**src/rtl/pkt_defs_pkg.sv**
```systemverilog
// Shared definitions for the packet dispatch scheduler: packet type codes,
// stage mask bit positions, scheduler state encoding and mask helpers.
package pkt_defs_pkg;

    localparam logic [2:0] PKT_HB   = 3'b000;
    localparam logic [2:0] PKT_CHE  = 3'b001;
    localparam logic [2:0] PKT_INV  = 3'b010;
    localparam logic [2:0] PKT_MR   = 3'b011;
    localparam logic [2:0] PKT_CHT  = 3'b100;
    localparam logic [2:0] PKT_DATA = 3'b101;
    localparam logic [2:0] PKT_SOS  = 3'b110;
    localparam logic [2:0] PKT_RSV  = 3'b111;

    // Stage bit positions; lower index runs first.
    localparam int unsigned STG_MNI = 0;
    localparam int unsigned STG_KCH = 1;
    localparam int unsigned STG_QTU = 2;
    localparam int unsigned STG_REW = 3;
    localparam int unsigned NUM_STG = 4;

    typedef logic [NUM_STG-1:0] stg_mask_t;
    typedef logic [1:0]         stg_idx_t;

    typedef enum logic [1:0] {
        IDLE,
        LOAD,
        ISSUE,
        WAIT
    } sched_state_t;

    // Stages a packet type must visit; REW for DATA/SOS depends on destination.
    function automatic stg_mask_t stage_mask(input logic [2:0] ptype, input logic iad);
        stg_mask_t m;
        m = '0;
        case (ptype)
            PKT_HB, PKT_CHT: begin
                m[STG_MNI] = 1'b1;
                m[STG_REW] = 1'b1;
            end
            PKT_CHE: begin
                m[STG_MNI] = 1'b1;
                m[STG_KCH] = 1'b1;
            end
            PKT_INV: begin
                m[STG_KCH] = 1'b1;
                m[STG_REW] = 1'b1;
            end
            PKT_MR: begin
                m[STG_QTU] = 1'b1;
                m[STG_REW] = 1'b1;
            end
            PKT_DATA, PKT_SOS: begin
                m[STG_QTU] = 1'b1;
                m[STG_REW] = iad;
            end
            default: m = '0;
        endcase
        return m;
    endfunction

    // Index of the lowest pending stage (result is don't-care for an empty mask).
    function automatic stg_idx_t lowest_stage(input stg_mask_t m);
        stg_idx_t idx;
        casez (m)
            4'b???1: idx = 2'd0;
            4'b??10: idx = 2'd1;
            4'b?100: idx = 2'd2;
            default: idx = 2'd3;
        endcase
        return idx;
    endfunction

    function automatic stg_mask_t stage_bit(input stg_idx_t idx);
        return stg_mask_t'(1) << idx;
    endfunction

endpackage

```
**src/rtl/pkt_desc_fifo.sv**
```systemverilog
// Descriptor queue: synchronous FIFO with full/empty flags, no bypass.
// Writes are dropped when full, reads are ignored when empty.
module pkt_desc_fifo
    import pkt_defs_pkg::*;
#(
    parameter int unsigned WIDTH = 19,
    parameter int unsigned DEPTH = 4
) (
    input  logic             clk,
    input  logic             rst,
    input  logic             push,
    input  logic [WIDTH-1:0] wdata,
    input  logic             pop,
    output logic [WIDTH-1:0] rdata,
    output logic             full,
    output logic             empty
);

    localparam int unsigned AW = $clog2(DEPTH);

    logic [WIDTH-1:0] mem [DEPTH];
    logic [AW-1:0]    wr_ptr;
    logic [AW-1:0]    rd_ptr;
    logic [AW:0]      count;
    logic             do_push;
    logic             do_pop;

    assign full    = (count == (AW+1)'(DEPTH));
    assign empty   = (count == '0);
    assign do_push = push && !full;
    assign do_pop  = pop && !empty;
    assign rdata   = mem[rd_ptr];

    // Pointer and occupancy tracking; pointers wrap because DEPTH is a power of 2.
    always_ff @(posedge clk) begin
        if (rst) begin
            wr_ptr <= '0;
            rd_ptr <= '0;
            count  <= '0;
        end else begin
            if (do_push) wr_ptr <= wr_ptr + AW'(1);
            if (do_pop)  rd_ptr <= rd_ptr + AW'(1);
            case ({do_push, do_pop})
                2'b10:   count <= count + (AW+1)'(1);
                2'b01:   count <= count - (AW+1)'(1);
                default: count <= count;
            endcase
        end
    end

    // Storage array; contents are meaningless while empty so it needs no reset.
    always_ff @(posedge clk) begin
        if (do_push) mem[wr_ptr] <= wdata;
    end

endmodule

```
**src/rtl/pkt_dispatch_sched.sv**
```systemverilog
// Packet dispatch scheduler: queues decoded descriptors and walks each packet
// through its enabled stages (MNI -> KCH -> QTU -> REWARD), one at a time,
// issuing a 1-cycle enable and waiting for the stage done or a timeout.
module pkt_dispatch_sched
    import pkt_defs_pkg::*;
#(
    parameter int unsigned FIFO_DEPTH = 4,
    parameter int unsigned TIMEOUT    = 255,
    parameter int unsigned ID_W       = 16
) (
    input  logic            clk,
    input  logic            rst,
    input  logic            pkt_valid,
    output logic            pkt_ready,
    input  logic [2:0]      pkt_type,
    input  logic [ID_W-1:0] dest_id,
    input  logic [ID_W-1:0] my_node_id,
    output logic            en_mni,
    output logic            en_kch,
    output logic            en_qtu,
    output logic            en_reward,
    input  logic            mni_done,
    input  logic            kch_done,
    input  logic            qtu_done,
    input  logic            reward_done,
    output logic            i_am_dest,
    output logic            recluster,
    output logic            busy,
    output logic            err_timeout,
    output logic [7:0]      drop_cnt
);

    localparam logic [7:0] TMO = 8'(TIMEOUT);

    sched_state_t    state;
    stg_mask_t       mask;
    stg_idx_t        cur_stg;
    logic [7:0]      timer;
    stg_mask_t       en_vec;
    logic            rdy_en;

    logic            fifo_full;
    logic            fifo_empty;
    logic            push;
    logic            pop;
    logic [2:0]      head_type;
    logic [ID_W-1:0] head_dest;

    logic            ld_iad;
    stg_mask_t       ld_mask;
    stg_mask_t       done_vec;
    logic            cur_done;
    stg_mask_t       mask_rem;
    logic            more_queued;

    // rdy_en keeps ready low during reset and for the first cycle after it.
    assign pkt_ready   = rdy_en && !fifo_full;
    assign push        = pkt_valid && pkt_ready;
    assign pop         = (state == LOAD);
    assign more_queued = !fifo_empty || push;

    pkt_desc_fifo #(
        .WIDTH (3 + ID_W),
        .DEPTH (FIFO_DEPTH)
    ) u_fifo (
        .clk   (clk),
        .rst   (rst),
        .push  (push),
        .wdata ({pkt_type, dest_id}),
        .pop   (pop),
        .rdata ({head_type, head_dest}),
        .full  (fifo_full),
        .empty (fifo_empty)
    );

    assign ld_iad   = (head_dest == my_node_id);
    assign ld_mask  = stage_mask(head_type, ld_iad);
    assign done_vec = {reward_done, qtu_done, kch_done, mni_done};
    assign cur_done = done_vec[cur_stg];
    assign mask_rem = mask & ~stage_bit(cur_stg);

    assign en_mni    = en_vec[STG_MNI];
    assign en_kch    = en_vec[STG_KCH];
    assign en_qtu    = en_vec[STG_QTU];
    assign en_reward = en_vec[STG_REW];
    assign recluster = (state == LOAD) && (head_type == PKT_SOS);
    assign busy      = (state != IDLE) || !fifo_empty;

    // Scheduler FSM with registered enables, destination flag and status.
    // The enable for a stage is loaded on the edge entering ISSUE so it is
    // high exactly during the ISSUE cycle; finishing a packet with work queued
    // goes straight to LOAD so the next packet starts the following cycle.
    always_ff @(posedge clk) begin
        if (rst) begin
            state       <= IDLE;
            mask        <= '0;
            cur_stg     <= '0;
            timer       <= '0;
            en_vec      <= '0;
            rdy_en      <= 1'b0;
            i_am_dest   <= 1'b0;
            err_timeout <= 1'b0;
            drop_cnt    <= '0;
        end else begin
            rdy_en <= 1'b1;
            en_vec <= '0;
            case (state)
                IDLE: begin
                    if (more_queued) state <= LOAD;
                end
                LOAD: begin
                    if (ld_mask == '0) begin
                        i_am_dest <= 1'b0;
                        if (drop_cnt != 8'hFF) drop_cnt <= drop_cnt + 8'd1;
                        state <= IDLE;
                    end else begin
                        mask      <= ld_mask;
                        i_am_dest <= ld_iad;
                        cur_stg   <= lowest_stage(ld_mask);
                        en_vec    <= stage_bit(lowest_stage(ld_mask));
                        state     <= ISSUE;
                    end
                end
                ISSUE: begin
                    timer <= '0;
                    state <= WAIT;
                end
                WAIT: begin
                    if (cur_done || timer == TMO) begin
                        if (!cur_done) err_timeout <= 1'b1;
                        mask <= mask_rem;
                        if (mask_rem != '0) begin
                            cur_stg <= lowest_stage(mask_rem);
                            en_vec  <= stage_bit(lowest_stage(mask_rem));
                            state   <= ISSUE;
                        end else begin
                            i_am_dest <= 1'b0;
                            state     <= more_queued ? LOAD : IDLE;
                        end
                    end else begin
                        timer <= timer + 8'd1;
                    end
                end
                default: state <= IDLE;
            endcase
        end
    end

endmodule

```
**config.mk**
```make
export PLATFORM = sky130hd
export DESIGN_NAME = pkt_dispatch_sched
export DESIGN_NICKNAME = d
export VERILOG_FILES = /design/src/rtl/pkt_defs_pkg.sv /design/src/rtl/pkt_desc_fifo.sv /design/src/rtl/pkt_dispatch_sched.sv
export SDC_FILE = /design/constraint.sdc
export NUM_CORES = 1
export LEC_CHECK = 0
export ABC_CLOCK_PERIOD_IN_PS = 2040
export CORE_UTILIZATION = 35
export CTS_CLUSTER_DIAMETER = 50
export CTS_CLUSTER_SIZE = 20
export DETAILED_ROUTE_END_ITERATION = 6
export DONT_BUFFER_PORTS = 1
export PLACE_DENSITY_LB_ADDON = 0.1
export SETUP_SLACK_MARGIN = 0.15
export SLEW_MARGIN = 5
export SYNTH_ARGS = -nofsm -noshare
export SYNTH_HDL_FRONTEND = slang
export SYNTH_SLANG_ARGS = --single-unit
```
**constraint.sdc**
```tcl
create_clock -name clk -period 2.04 [get_ports clk]
set_input_delay 0.408 -clock clk [delete_from_list [all_inputs] [get_ports clk]]
set_output_delay 0.408 -clock clk [all_outputs]
set_load 0.01 [all_outputs]
```
==> run_results.csv <==
group,metric,value,unit
grt,grt_pass1_vias,3230,
logic_synthesis,ys_async_sr_fraction,0,%
timing,fin_crit_sh,114,%
floorplanning,initial_core_util,36.0,%
outcome,violations,"setup timing",
logic_synthesis,synthCells,378,
grt,grt_start_max_net_pins,36,
drt,drt_wl_total,10900,µm
final_layout,final_area,6640,µm²
grt,gr-total-overflow,0,
drt,drc,0,
critical_path,cp.depth,6,
critical_path,crit_end,"recluster",
critical_path,cp_common_cell,"buf_12",
critical_path,worstPathCellList,"buf_12 -> buf_12 -> mux4_2 -> buf_6 -> nand3b_1 -> nor2_4",
critical_path,crit_family,"multiplexers",
critical_path,cpMaxStageDelayCell,"mux4_2",
final_layout,diodes,0,
floorplanning,num_io_pins,59,
grt,antenna_found_initial,0,
drt,vias,3277,
timing,whs,0.0588,ns
timing,post-route-min-period,2.32,ns
logic_synthesis,synth_edf_count,76,
logic_synthesis,yosysWarnings,0,
placement,port_buffers,0,
logic_synthesis,ys_seq_elements,116,
final_layout,final_nets,489,
clocking,cts_htree_levels,4,
clocking,cts_root_buf,"clkbuf_16",
logic_synthesis,yosysTopAreaCell,"edfxtp_1",
logic_synthesis,synth_cell_types,49,
timing,worst_slack,-0.280,ns
final_layout,fill_cells,1252,
timing,relSlewSlack,63.2,%
outcome,status,"finished with violations",
critical_path,arrival,1.91,ns
timing,max_freq,431,MHz
drt,vias_per_cell,5.19,
floorplanning,die_w,122,µm
timing,clock_skew,0.00442,ns
timing,setup_viol,11,
placement,dpl-instance-area,5540,µm²
clocking,path_clk_slew,0.05,ns
run,maxCapViolCount,0,
drt,drt_first_pass_iters,4,
timing,worst_pin_slew,0.550,ns
critical_path,r2r_cells,9,
final_layout,layout_common_cells,"edfxtp_1 (76), dfxtp_1 (35), nor2_1 (31), buf_4 (31), buf_6 (21)",
clocking,clkLatencyLatePin,0.41,ns
logic_synthesis,yosysSeqAreaShare,61.2,%
grt,grt_use_total,15.7,%
final_layout,layout_commonest_cell,"edfxtp_1",
grt,grt_pass1_wl,16900,µm
placement,place_hpwl,6950,µm
critical_path,cpPeakStageDelay,0.54,ns
critical_path,cp.required,1.63,ns
floorplanning,die_y,122,µm
drt,drt.antenna.violating_nets,0,
logic_synthesis,ys_top_cells_by_area,"edfxtp_1 (45%), dfxtp_1 (16%), mux4_2 (8.9%)",
clocking,cts_buffers,17,
final_layout,areaGrowthSynthToFinish,31.6,%
clocking,cts_buffer_depth,2,
critical_path,critPathKind,"reg -> out",
final_layout,multi_input_area,2070,µm²
drt,wire_per_inst,17.3,µm
critical_path,worst-path-buf-inv,3,
min_path,hp-class,"in -> reg",
final_layout,regArea,3090,µm²
final_layout,fin_util,47.4,%
clocking,ctsHoldBuffers,0,
critical_path,endpoint_kind,"output pin",
critical_path,cp_max_fo,9,
logic_synthesis,syn_area,5040,µm²
pwr,ir_drop,0.497,mV
critical_path,r2r_end,"mask[3]",
timing,slew_violations,0,
critical_path,reg2reg_slack,-0.23,ns
logic_synthesis,synth_top_area_share,45.3,%
drt,first_iter_violations,212,
timing,timing_hold_violations_final,0,
clocking,cts_tree,"yes",
logic_synthesis,synth_top_flop_cell,"edfxtp_1",
logic_synthesis,syn_avg_cell_area,13.3,µm²
timing,rsz0062_at_grt,"true",
final_layout,drive_above_1_share,34.6,%
floorplanning,core_area,14000,µm²
placement,pre_cts_slack,-0.209,ns
clocking,clock_sinks,116,
pwr,power_density,993,nW/µm²
logic_synthesis,syn-num-nets,428,
floorplanning,fp.dieArea,14900,µm²
pwr,p_leak,0.00222,µW
min_path,min-delay-start,"rst",
floorplanning,num_rows,43,
timing,setup_tns,-1.80,ns
critical_path,critPathLaunchType,"register",
placement,gp_congestion,0.807,
## synthesized netlist by cell type, types with 2 or more instances
cell type,instances
o21ai_0,13
xnor2_1,25
a211oi_1,3
nor4_1,3
a31oi_1,3
buf_2,5
nand3b_1,2
a21o_1,3
and4_1,5
buf_6,2
and2_1,2
a21oi_1,17
a32oi_1,2
edfxtp_1,76
nor2_1,36
ha_1,7
inv_1,13
mux4_2,20
clkbuf_1,11
a311oi_1,5
or3_1,6
nand2_1,20
nor3_1,8
nand4_1,7
and3_1,5
dfxtp_1,40
o21a_1,3
nand3_1,10
mux2i_1,3
xor2_1,4
## cell type report
type / count / share of cell area (%)
multi-input cells: 231 / 31.2
repair buffers: 60 / 9.49
clock inverters: 12 / 2.09
well taps: 180 / 3.39
inverters: 13 / 0.735
clock buffers: 19 / 6.52
flip-flops and latches: 116 / 46.6
## kinds of logic after synthesis
| family | count (synthesis) | share of synthesized area [%] |
|---|---|---|
| muxes | 23 | 9.53 |
| xor gates and xnor gates | 29 | 5.04 |
| adders and majority gates | 8 | 2.13 |
| DFF | 116 | 61.2 |
| buffers and inverters | 31 | 2.73 |
| and+or+nand+nor | 110 | 11.0 |
| AOI/OAI and AO/OA | 61 | 8.44 |
## sequential cells by signal (all words and copies together) (netlist names), 3 cells and up, named ones only
register	count
u_fifo.mem	76
en_vec	4
mask	4
drop_cnt	8
u_fifo.count	3
timer	8
## how the worst min path moves through the flow
stage | end | slack [ns] | cells after the start
floorplan | timer[5] | 0.46 | 1
global placement | drop_cnt[1] | 0.48 | 1
detailed placement | timer[7] | 0.48 | 1
CTS | drop_cnt[1] | 0.04 | 1
global route | u_fifo.count[2] | 0.04 | 1
finish | u_fifo.count[2] | 0.06 | 1
## metrics by stage
| stage | total power (µW) | std cells |
|---|---|---|
| finish | 6590 | 631 |
| global route | 6880 | 631 |
| CTS | 6530 | 621 |
| detailed placement | 3500 | 572 |
| global placement | 3500 | 572 |
| floorplan | 3290 | 378 |
## power by group
group / switching, µW / internal [µW] / total [µW]
combinational: 508 / 543 / 1050
clock: 990 / 1890 / 2880
sequential: 61.6 / 2600 / 2660
## worst reg2reg max path, stage by stage, from the launching register on
cell	delay (ns)
dfxtp_2	0.35
buf_12	0.11
buf_12	0.13
buf_4	0.12
mux4_2	0.52
xnor2_2	0.16
nand4_1	0.19
nor4_4	0.31
a2111oi_1	0.13
nor4_1	0.16
## routing by layer
layer / up-vias / share of wire, % / global-route usage, %
met5: - / 0 / 0
met4: 0 / 2.3 / 7.79
met3: 21 / 5.7 / 5.95
met2: 65 / 48 / 23.2
met1: 1628 / 44 / 20.1
li1: 1563 / - / -
## what timing repair did
action | in CTS | in global routing
endpoints found under the setup margin | 17 | 31
gates resized for setup | 36 | 39
setup buffers | 18 | 10
pin swaps | 24 | 19
(Power assumes the default switching activity.)
==> variant 1: new RTL, config.mk and constraints unchanged <==
Encoding of `sched_state_t`: now one-hot (4 bits for 4 states).
--- a/src/rtl/pkt_defs_pkg.sv
+++ b/src/rtl/pkt_defs_pkg.sv
@@ -23,7 +23,7 @@
 
-    typedef enum logic [1:0] {
-        IDLE,
-        LOAD,
-        ISSUE,
-        WAIT
+    typedef enum logic [3:0] {
+        IDLE  = 4'b0001,
+        LOAD  = 4'b0010,
+        ISSUE = 4'b0100,
+        WAIT  = 4'b1000
     } sched_state_t;
Function: same outputs for any inputs over 4 cycles, from zero or initial values and one cycle with rst high; so few cycles prove little.
==> variant 1 against the unedited design <==
The flow still finishes with violations (negative setup slack); final cell count is 1.9% higher; sequential cell count is 2 higher; routed wire length grew 4.9%; final area is 2.0% higher; fmax increased by 2.8%; hold slack better by 0.0020 ns; setup slack improved by 0.063 ns; utilization is 0.70 points lower; power is 6.7% lower; area after synthesis up 2.6%.
==> variant 1: results (changes against the unedited design) <==
| Metric | Value |
|---|---|
| First-pass GRT wire length | `17900 µm (+5.9%)` |
| Clk_skew | `0.00751 ns (+0.00308 ns)` |
| Post-synthesis sequential area ratio | `60.4% (-0.76 points)` |
| Worst setup margin | `-0.217 ns (+0.0629 ns)` |
| Clk buf depth | `2 (unchanged)` |
| Gr usage total | `16.6% (+0.89 points)` |
| Failing checks | `negative setup slack` |
| Largest regs | `u_fifo.mem (76), drop_cnt (8), timer (8)` |
| CP Max Fanout | `3 (-6)` |
| Vias in the first global route | `3362 (+4.1%)` |
| Lkg Pwr | `2.30 nW (+3.6%)` |
| Largest net degree at the start of global routing | `34 (-5.6%)` |
| Clock Latency Late Sink | `0.41 ns (about the same)` |
| Synthesized net count | `428 (unchanged)` |
| Port buffer count | `0 (unchanged)` |
| Via/cell ratio | `5.04 (-2.9%)` |
| H-tree levels | `4 (unchanged)` |
| Worst hold path class | `in -> reg` |
| Clock-pin slew on the worst setup and hold paths | `0.06 ns` |
| Slew @ Worst Pin | `0.653 ns (+0.103 ns)` |
| Top post-synthesis cells by area | `edfxtp_1 (44%), dfxtp_1 (16%), mux4_2 (8.7%), xor2_1 (3.7%), nor2_1 (2.8%)` |
| Nets@finish | `498 (+1.8%)` |
| Inserted Clock Buffers | `17 (unchanged)` |
| Distinct cells, synth | `57 (+16%)` |
| Worst Path Arrival | `1.85 ns (-0.06 ns)` |
| VDD IR-drop max | `0.906 mV (+82%)` |
| DPL Wire Length | `7540 µm (+8.5%)` |
| Root buf cell | `clkbuf_16` |
| Share of cells above drive strength 1 | `37.3% (+2.7 points)` |
| Initial DRC Count | `168 (-21%)` |
| Initial antenna violation count | `0 (unchanged)` |
| Initial DRT Pass Iterations | `4 (unchanged)` |
| Setup TNS | `-0.778 ns (+1.02 ns)` |
| Post-Place Setup Slack | `-0.209 ns (-0.000459 ns)` |
| Diode count | `0 (unchanged)` |
| Status | `finished with violations` |
| Most instantiated cells after synthesis | `edfxtp_1 (76), dfxtp_1 (42), nor2_1 (38)` |
| Yosys warns | `0 (unchanged)` |
| EDFF count, synth | `76 (unchanged)` |
| GP Congestion | `0.793 (-1.7%)` |
| DRT Wirelength | `11500 µm (+4.9%)` |
| Async S/R FF share, synth | `0% (unchanged)` |
| Endpoints failing setup | `9 (-2)` |
| Placed cell areas | `5760 µm² (+3.9%)` |
==> variant 1: changes by cell type in the layout (fill, tap and decap cells not counted), moves of 5 or more <==
cell | before | now
buf_4 | 31 | 43
xor2_1 | 4 | 22
xnor2_2 | 6 | 1
buf_6 | 21 | 15
xnor2_1 | 19 | 12
==> variant 1: layout make-up <==
class	instances	area, µm²
tap	184	230
sequential	118	3130
timing repair buffer	65	617
clock buffer	19	433
fill	1282	7710
multi-input combinational	236	2210
clock inverter	11	111
inverter	10	37.5
==> variant 1: worst paths after layout <==
path / cells after the start / slack, ns / endpoint / startpoint
setup / recovery: 5 / -0.22 / recluster / flip-flop
hold / removal: 1 / 0.06 / err_timeout / rst
setup reg to reg: 8 / -0.14 / u_fifo.count[2] / state[3]
hold reg to reg: 2 / 0.48 / timer[1] / timer[1]
==> variant 1: worst max-delay path: stages, from the launching register on <==
cell and delay [ns]:
dfxtp_2 0.33, buf_6 0.11, mux4_2 0.54, and2_4 0.19, nor3b_4 0.14, buf_6 0.12
==> variant 1: metrics by stage <==
stage	std cells	power, W	hold WS [ns]
final	643	0.00615	0.0608
after global routing	643	0.00641	0.0284
after CTS	635	0.00618	0.0383
after detailed placement	594	0.00328	0.476
after global placement	594	0.00327	0.458
after floorplan	378	0.00309	0.449
==> variant 1: power by group <==
part	internal (W)	leakage, nW	total [W]	switching [W]
registers	0.00262	1.03	0.00267	0.0000494
clock network	0.00176	0.265	0.00277	0.00101
logic	0.000356	1.00	0.000708	0.000352
total	0.00474	2.30	0.00615	0.00141
==> variant 1: timing repair <==
item | 4_1_cts | 5_1_grt
setup buffers | 11 | 8
gates resized for setup | 36 | 39
endpoints found under the setup margin | 29 | 31
pin swaps | 14 | 25
==> variant 1: routing by layer <==
layer,share of wire (%),track usage (%)
met5,0,0
met4,1.8,6.70
met3,6.5,8.07
met2,52,28.1
met1,40,17.6
==> variant 1: cells by family after synthesis <==
| logic type | synth area share [%] |
|---|---|
| buffers and inverters | 2.30 |
| multiplexers | 9.12 |
| AND/OR/NAND/NOR | 12.2 |
| flip-flops | 60.4 |
| adder cells (fa/ha/maj) | 2.08 |
| AO/OA/AOI/OAI | 7.94 |
| XOR/XNOR | 5.93 |
==> variant 2: new RTL, same settings <==
Made on the original files. Change the parameter `TIMEOUT` from 255 to 127.
--- a/src/rtl/pkt_dispatch_sched.sv
+++ b/src/rtl/pkt_dispatch_sched.sv
@@ -7,3 +7,3 @@
     parameter int unsigned FIFO_DEPTH = 4,
-    parameter int unsigned TIMEOUT    = 255,
+    parameter int unsigned TIMEOUT    = 127,
     parameter int unsigned ID_W       = 16
Formal check against the unedited RTL: no difference found for any inputs over 4 cycles, from zero or initial values and one cycle with rst high; that may be too few to reach the edited logic, so the function may still have changed.
==> variant 2 against the unedited design <==
The run still ends with negative setup slack left; final area down 2.7%; sequential cell count unchanged; routed wire length up 0.94%; power down 2.2%; setup slack better by 0.093 ns; global-route usage up 0.37 points; clock skew up 0.0062 ns; critical path depth unchanged; area after synthesis up 0.45%; largest cell class unchanged; largest power group unchanged.
==> variant 2: results (changes against the unedited design) <==
| Metric | Value |
|---|---|
| Status | `finished with violations` |
| Failing checks | `negative setup slack` |
| Port buffer count | `0 (unchanged)` |
| FF+latch area | `3090 µm² (about the same)` |
| CLK BUF | `17 (-2)` |
| Yosys warns | `0 (unchanged)` |
| Initial DRC Count | `186 (-12%)` |
| R2R Path End | `cur_stg[0]` |
| Top post-synthesis cells by area | `edfxtp_1 (45%), dfxtp_1 (16%), mux4_2 (6.7%), xnor2_1 (3.8%), nor2_1 (3.0%)` |
| #MultiIn Comb | `233 (+0.87%)` |
| Endpoints failing setup | `9 (-2)` |
| CP max stage delay | `0.53 ns` |
| Nets@finish | `484 (-1.0%)` |
| Setup TNS | `-1.03 ns (+0.773 ns)` |
| Seq cells | `116 (unchanged)` |
| Total number of vias | `3189 (-2.7%)` |
| Filler cell count | `1278 (+2.1%)` |
| Slack of the worst reg-to-reg path | `-0.18 ns (+0.05 ns)` |
| Largest net degree at the start of global routing | `34 (-5.6%)` |
| Signal buf overhead | `7.54% (-1.9 points)` |
| CP Max Fanout | `4 (-5)` |
| Distinct cells, synth | `56 (+14%)` |
| Cells after Synth | `383 (+1.3%)` |
| Share of cells above drive strength 1 | `34.0% (-0.59 points)` |
| Placed cells | `578 (+1.0%)` |
| Root buf cell | `clkbuf_16` |
| Clk_skew | `0.0106 ns (+0.00620 ns)` |
| Post-Place Setup Slack | `-0.145 ns (+0.0634 ns)` |
| Synthesized net count | `433 (+1.2%)` |
| Gr usage total | `16.1% (+0.37 points)` |
| VDD IR-drop max | `0.577 mV (+16%)` |
| Non-clk invs | `15 (+2)` |
| Post-synthesis sequential area ratio | `60.9% (-0.27 points)` |
| Via/cell ratio | `5.09 (-2.1%)` |
| Clk pwr share | `44.8% (+1.1 points)` |
| GP Congestion | `0.769 (-4.7%)` |
| Non-clock buffers | `51 (-15%)` |
| P&R area growth vs syn | `27.5%` |
| DPL Wire Length | `7270 µm (+4.5%)` |
| Worst setup margin | `-0.188 ns (+0.0926 ns)` |
| Max-slew headroom | `62.9% (-0.29 points)` |
| Placed cell areas | `5540 µm² (about the same)` |
| DRT Wirelength | `11000 µm (+0.94%)` |
| Most instantiated cells after synthesis | `edfxtp_1 (76), dfxtp_1 (40), nor2_1 (40)` |
| Lkg Pwr | `2.20 nW (-0.79%)` |
| Clk tree area frac | `8.97% (+0.36 points)` |
| NetSw | `0.00159 W (+2.1%)` |
| Power per Cell Area | `998 nW/µm² (+0.53%)` |
| First-pass GRT wire length | `17400 µm (+2.7%)` |
-- variant 2: stage by stage --
| step | hold slack [ns] | power (W) | util [%] |
|---|---|---|---|
| finish | 0.0462 | 0.00644 | 46.1 |
| global route | 0.0262 | 0.00670 | 46.1 |
| CTS | 0.0327 | 0.00644 | 45.0 |
| detailed placement | 0.477 | 0.00343 | 39.6 |
| global placement | 0.476 | 0.00343 | 39.6 |
| floorplan | 0.458 | 0.00321 | - |
-- variant 2: cells by family after synthesis --
group | share of synthesized area (%)
multiplexers | 10.3
XOR/XNOR | 4.84
AND/OR/NAND/NOR | 11.0
buffers and inverters | 3.09
adder cells (fa/ha/maj) | 2.12
AO/OA/AOI/OAI | 7.78
flip-flops | 60.9
-- variant 2: worst register-to-register path, stage by stage (launching register included) --
cell	delay, ns
dfxtp_2	0.34
buf_12	0.11
mux4_2	0.53
buf_4	0.16
buf_6	0.11
and4_4	0.19
a211o_4	0.28
nand2b_4	0.16
mux2i_1	0.17
nor2_1	0.05
-- variant 2: what timing repair did --
item	in CTS	in global routing
endpoints found under the setup margin	21	27
buffers inserted	11	6
gates resized for setup	40	24
pin swaps	17	19
-- variant 2: worst min-delay path by stage --
stage	to	slack, ns	start
5_1_grt	u_fifo.count[2]	0.03	rst
3_5_place_dp	mask[2]	0.48	rst
2_1_floorplan	mask[2]	0.46	mask[2]
3_3_place_gp	mask[2]	0.48	rst
6_report	u_fifo.count[2]	0.05	rst
4_1_cts	u_fifo.count[2]	0.03	rst
-- variant 2: metal layers --
layer	vias to the layer above	GRT usage (%)	wire, µm
met5	-	0	0
met4	0	7.16	218
met3	19	6.60	668
met2	68	23.8	5160
met1	1564	20.6	4990
li1	1538	-	-
